==> config.mk <==
export PLATFORM = sky130hd
export DESIGN_NAME = key_event_scanner
export DESIGN_NICKNAME = d
export VERILOG_FILES = /design/src/rtl/key_event_scanner.sv
export SDC_FILE = /design/constraint.sdc
export NUM_CORES = 1
export LEC_CHECK = 0
export ABC_AREA = 1
export BUFFER_PORTS_ARGS = -buffer_cell sky130_fd_sc_hd__buf_2
export CORE_AREA = 2 2 137 139
export DETAILED_ROUTE_END_ITERATION = 8
export DIE_AREA = 0 0 139 141
export PLACE_DENSITY_LB_ADDON = 0.2
export SLEW_MARGIN = 10
export SYNTH_ARGS = -nofsm -noshare
export SYNTH_HDL_FRONTEND = slang
export SYNTH_SLANG_ARGS = --single-unit
==> constraint.sdc <==
create_clock -name clk_i -period 5.1 [get_ports clk_i]
set_input_delay 1.275 -clock clk_i [delete_from_list [all_inputs] [get_ports clk_i]]
set_output_delay 1.275 -clock clk_i [all_outputs]
set_load 0.02 [all_outputs]
==> src/rtl/key_event_scanner.sv <==
// Round-robin key scanner: visits one key per cycle and queues press/release
// events for every level change it finds, into a small event FIFO.
module key_event_scanner #(
  parameter int KEYS  = 61,
  parameter int DEPTH = 8,
  parameter int CW    = 6
) (
  input  logic                     clk_i,
  input  logic                     rst_n_i,
  input  logic                     en_i,
  input  logic [KEYS-1:0]          keys_i,
  output logic                     evt_valid_o,
  input  logic                     evt_ready_i,
  output logic [CW-1:0]            evt_code_o,
  output logic                     evt_press_o,
  output logic                     scan_wrap_o,
  output logic [$clog2(DEPTH):0]   fifo_cnt_o
);

  localparam int AW = $clog2(DEPTH);

  logic [KEYS-1:0] rep;
  logic [CW-1:0]   idx;
  logic [CW:0]     mem [DEPTH];
  logic [AW-1:0]   wr_ptr;
  logic [AW-1:0]   rd_ptr;
  logic [AW:0]     cnt;
  logic            wrap;

  logic            key_lvl;
  logic            diff;
  logic            full;
  logic            last;
  logic            push;
  logic            pop;
  logic            advance;
  logic [CW:0]     head;

  // Full is judged on start-of-cycle occupancy, so a pop never frees room
  // for a push in the same cycle.
  always_comb begin
    key_lvl = keys_i[idx];
    diff    = key_lvl ^ rep[idx];
    full    = (cnt == (AW+1)'(DEPTH));
    last    = (idx == CW'(KEYS - 1));
    pop     = (cnt != '0) && evt_ready_i;
    push    = en_i && diff && !full;
    advance = en_i && (!diff || !full);
  end

  always_ff @(posedge clk_i or negedge rst_n_i) begin
    if (!rst_n_i) begin
      rep    <= '0;
      idx    <= '0;
      wr_ptr <= '0;
      rd_ptr <= '0;
      cnt    <= '0;
      wrap   <= 1'b0;
    end else begin
      if (push) begin
        rep[idx] <= key_lvl;
        wr_ptr   <= wr_ptr + AW'(1);
      end
      if (pop) begin
        rd_ptr <= rd_ptr + AW'(1);
      end
      if (advance) begin
        idx <= last ? '0 : idx + CW'(1);
      end
      wrap <= advance && last;
      unique case ({push, pop})
        2'b10:   cnt <= cnt + (AW+1)'(1);
        2'b01:   cnt <= cnt - (AW+1)'(1);
        default: cnt <= cnt;
      endcase
    end
  end

  // Event storage carries no reset; unused entries are masked at the output.
  always_ff @(posedge clk_i) begin
    if (push) begin
      mem[wr_ptr] <= {idx, key_lvl};
    end
  end

  always_comb begin
    head        = mem[rd_ptr];
    evt_valid_o = (cnt != '0);
    evt_code_o  = evt_valid_o ? head[CW:1] : '0;
    evt_press_o = evt_valid_o ? head[0] : 1'b0;
    scan_wrap_o = wrap;
    fifo_cnt_o  = cnt;
  end

endmodule

==> flow_summary.json <==
{
  "status": "finished clean",
  "firstDrtPassIters": 5,
  "vias_per_cell": 5.48,
  "finClkSkew_ps": 15.6,
  "arrival_ps": 2610,
  "drtIter0Drc": 688,
  "synth_area_leaders": "dfrtp_1 24%, edfxtp_1 21%, nand2_1 19%",
  "drive_gt1_share_pct": 12.6,
  "grt_pass1_wl_mm": 37.2,
  "swShare_pct": 49.4,
  "yosysMostFrequentCell": "nand2_1",
  "area_delta_synth_final_pct": 11.7,
  "synth_flop_cell": "dfrtp_1",
  "yosysWarnings": 0,
  "insertion_delay_ps": 430,
  "syn_inst": 1090,
  "drc": 0,
  "fin_crit_ps": 3890,
  "setup_viol": 0,
  "crit-reg2reg-launch": "idx[0]$_DFFE_PN0P_",
  "gr-total-overflow": 0,
  "synth-edff-count": 56,
  "synth_seq_cells": 134,
  "cts.path.max_buffers": 2,
  "worstMarginPinSlew_ps": 849,
  "synthTopCellsByCount": "416 x nand2_1, 140 x nor2_1, 124 x nand4_1",
  "syn_area_per_cell_sq_um": 7.41,
  "dp_slack_ps": 1230,
  "row_count": 50,
  "die_h_um": 141,
  "holdBufCountCts": 0,
  "finalWorstSetupSlack_ps": 1210,
  "startpoint": "rd_ptr[0]$_DFFE_PN0P_",
  "slew_violations": 0,
  "cts_buffers": 17,
  "syn_area_sq_um": 8080,
  "die_width_um": 139,
  "ys_async_sr_fraction_pct": 58.2,
  "dp_hpwl_mm": 14.0,
  "clkPwrFrac_pct": 23.0,
  "reg2reg_setup_slack_ps": 1260,
  "n_fill_cell": 1828,
  "htree_levels": 4,
  "die_area_sq_um": 19600,
  "internal_power_mw": 2.67,
  "crit_type": "flop to primary output",
  "synth_largest_area_cell": "dfrtp_1",
  "synth_nets": 1162,
  "p_total_mw": 5.27,
  "grt_pass1_vias": 7097,
  "r2r_end": "fifo_cnt_o[1]$_DFFE_PN0P_",
  "start_util_pct": 44.2,
  "endpoint": "evt_code_o[2]",
  "cts_sinks": 134,
  "root_buffer": "clkbuf_16",
  "cap_violations": 0,
  "required_ps": 3830,
  "finalHoldViolCount": 0,
  "p_leak_nw": 4.25,
  "power-per-cell-area_nw_per_um2": 584,
  "antenna_cells": 0,
  "fin_crit_sh_pct": 76.2,
  "comb_power_share_pct": 48.3,
  "ioPinCount": 78,
  "vias": 7528,
  "fin_setup_tns_ps": 0,
  "drt-total-wl_mm": 22.7,
  "cts_setup_buffers": 0,
  "cp_max_fo": 30,
  "rr_worst_depth": 18,
  "synthDistinctLibCells": 40,
  "cp-end-kind": "primary output",
  "antenna_found_initial": 0,
  "timing.fmax_ghz": 0.257,
  "slew_headroom_pct": 43.3,
  "clkSlewWorstSetupHoldPaths_ps": 60,
  "wl_per_cell_um": 16.5,
  "core_area_sq_um": 18300,
  "track_usage_pct": 23.8,
  "seq_area_frac_synth_pct": 45.0,
  "vdd_drop_max_uv": 411,
  "port-buffer-count": 77,
  "grt_max_degree": 89,
  "gp_congestion": 0.813,
  "pwr-share-seq_pct": 28.7,
  "synth_top_area_share_pct": 24.2,
  "switching_power_mw": 2.60,
  "cp-start-kind": "flop",
  "nets": 1199,
  "cts_tree": "done",
  "antenna_left": 0,
  "rsz0062_at_grt": "false",
  "hp-class": "flop to flop",
  "cts-resized-gates": 0
}
## power groups by stage
| stage | sequential (mW) | combinational (mW) | clock, mW |
|---|---|---|---|
| finish | 1.51 | 2.54 | 1.21 |
| floorplan | 1.47 | 2.03 | 0 |
| CTS | 1.51 | 2.54 | 1.23 |
| global placement | 1.53 | 2.52 | 0 |
| detailed placement | 1.53 | 2.53 | 0 |
| global route | 1.54 | 2.80 | 1.28 |
## worst max-delay path: stages, from the launching register on
cell and delay [ps]:
dfrtp_1 360, buf_4 230, inv_1 660, o21ai_0 180, o22ai_1 160, o21ai_0 160, a31oi_1 220, buf_2 200
## state kept, by name, indices dropped and copies added (netlist names)
name / flops
mem: 56
idx: 6
scan_wrap_o: 1
rd_ptr: 3
rep: 61
fifo_cnt_o: 4
wr_ptr: 3
## per-layer routing
metal | track usage, % | share of wire, % | wire, um | up-vias
li1 | - | - | - | 3711
met1 | 31.3 | 45 | 10200 | 3554
met2 | 40.3 | 48 | 10900 | 238
met3 | 4.45 | 5.1 | 1150 | 25
met4 | 6.91 | 1.6 | 363 | 0
met5 | 0 | 0 | 0 | -
## worst min-delay path by stage
stage                         from                   to  cells after the start
2_1_floorplan  rep[59]$_DFFE_PN0P_  rep[59]$_DFFE_PN0P_                      2
3_3_place_gp   rep[25]$_DFFE_PN0P_  rep[25]$_DFFE_PN0P_                      2
3_5_place_dp   rep[10]$_DFFE_PN0P_  rep[10]$_DFFE_PN0P_                      2
4_1_cts         rep[8]$_DFFE_PN0P_   rep[8]$_DFFE_PN0P_                      2
5_1_grt        rep[40]$_DFFE_PN0P_  rep[40]$_DFFE_PN0P_                      2
6_report       rep[41]$_DFFE_PN0P_  rep[41]$_DFFE_PN0P_                      2
## stage by stage
step	std cells	util, %	hold WS [ps]	area [sq um]
final	1374	49.4	469	9020
after floorplan	1090	-	442	8080
after detailed placement	1342	46.2	459	8440
after CTS	1374	49.4	473	9020
after global placement	1342	46.2	454	8440
after global routing	1374	49.4	489	9020
## area by class of cell
type                       instances  area, sq um  area share, %
multi-input combinational        832         3830           42.4
timing repair buffer              90          485           5.38
clock inverter                    12          113           1.25
inverter                          52          198           2.19
tap                              234          293           3.25
clock buffer                      20          468           5.19
sequential                       134         3630           40.3
## cell families after synthesis
family	count (synthesis)	share of synthesized area, %
buffers and inverters	124	7.71
flip-flops	134	45.0
XOR/XNOR	8	0.868
adder cells (fa/ha/maj)	7	1.08
multiplexers	1	0.139
AO/OA/AOI/OAI	71	4.71
AND/OR/NAND/NOR	745	40.5
## layout by cell type, fill, tap and decap left out, types with 3 or more instances in the layout
cell and instances:
a21oi_1 5, a31oi_1 7, buf_2 76, buf_4 14, clkbuf_16 18, clkinv_1 4
clkinvlp_4 4, dfrtp_1 77, edfxtp_1 56, ha_1 7, inv_1 45, inv_2 3
inv_6 5, nand2_1 416, nand2_2 3, nand3_1 34, nand4_1 124, nor2_1 139
nor2_2 3, nor3_1 7, nor3_2 4, o21ai_0 43, o21ai_1 6, o22ai_1 7
or2_1 3, xnor2_1 5, xor2_1 3
(Power assumes the default switching activity.)
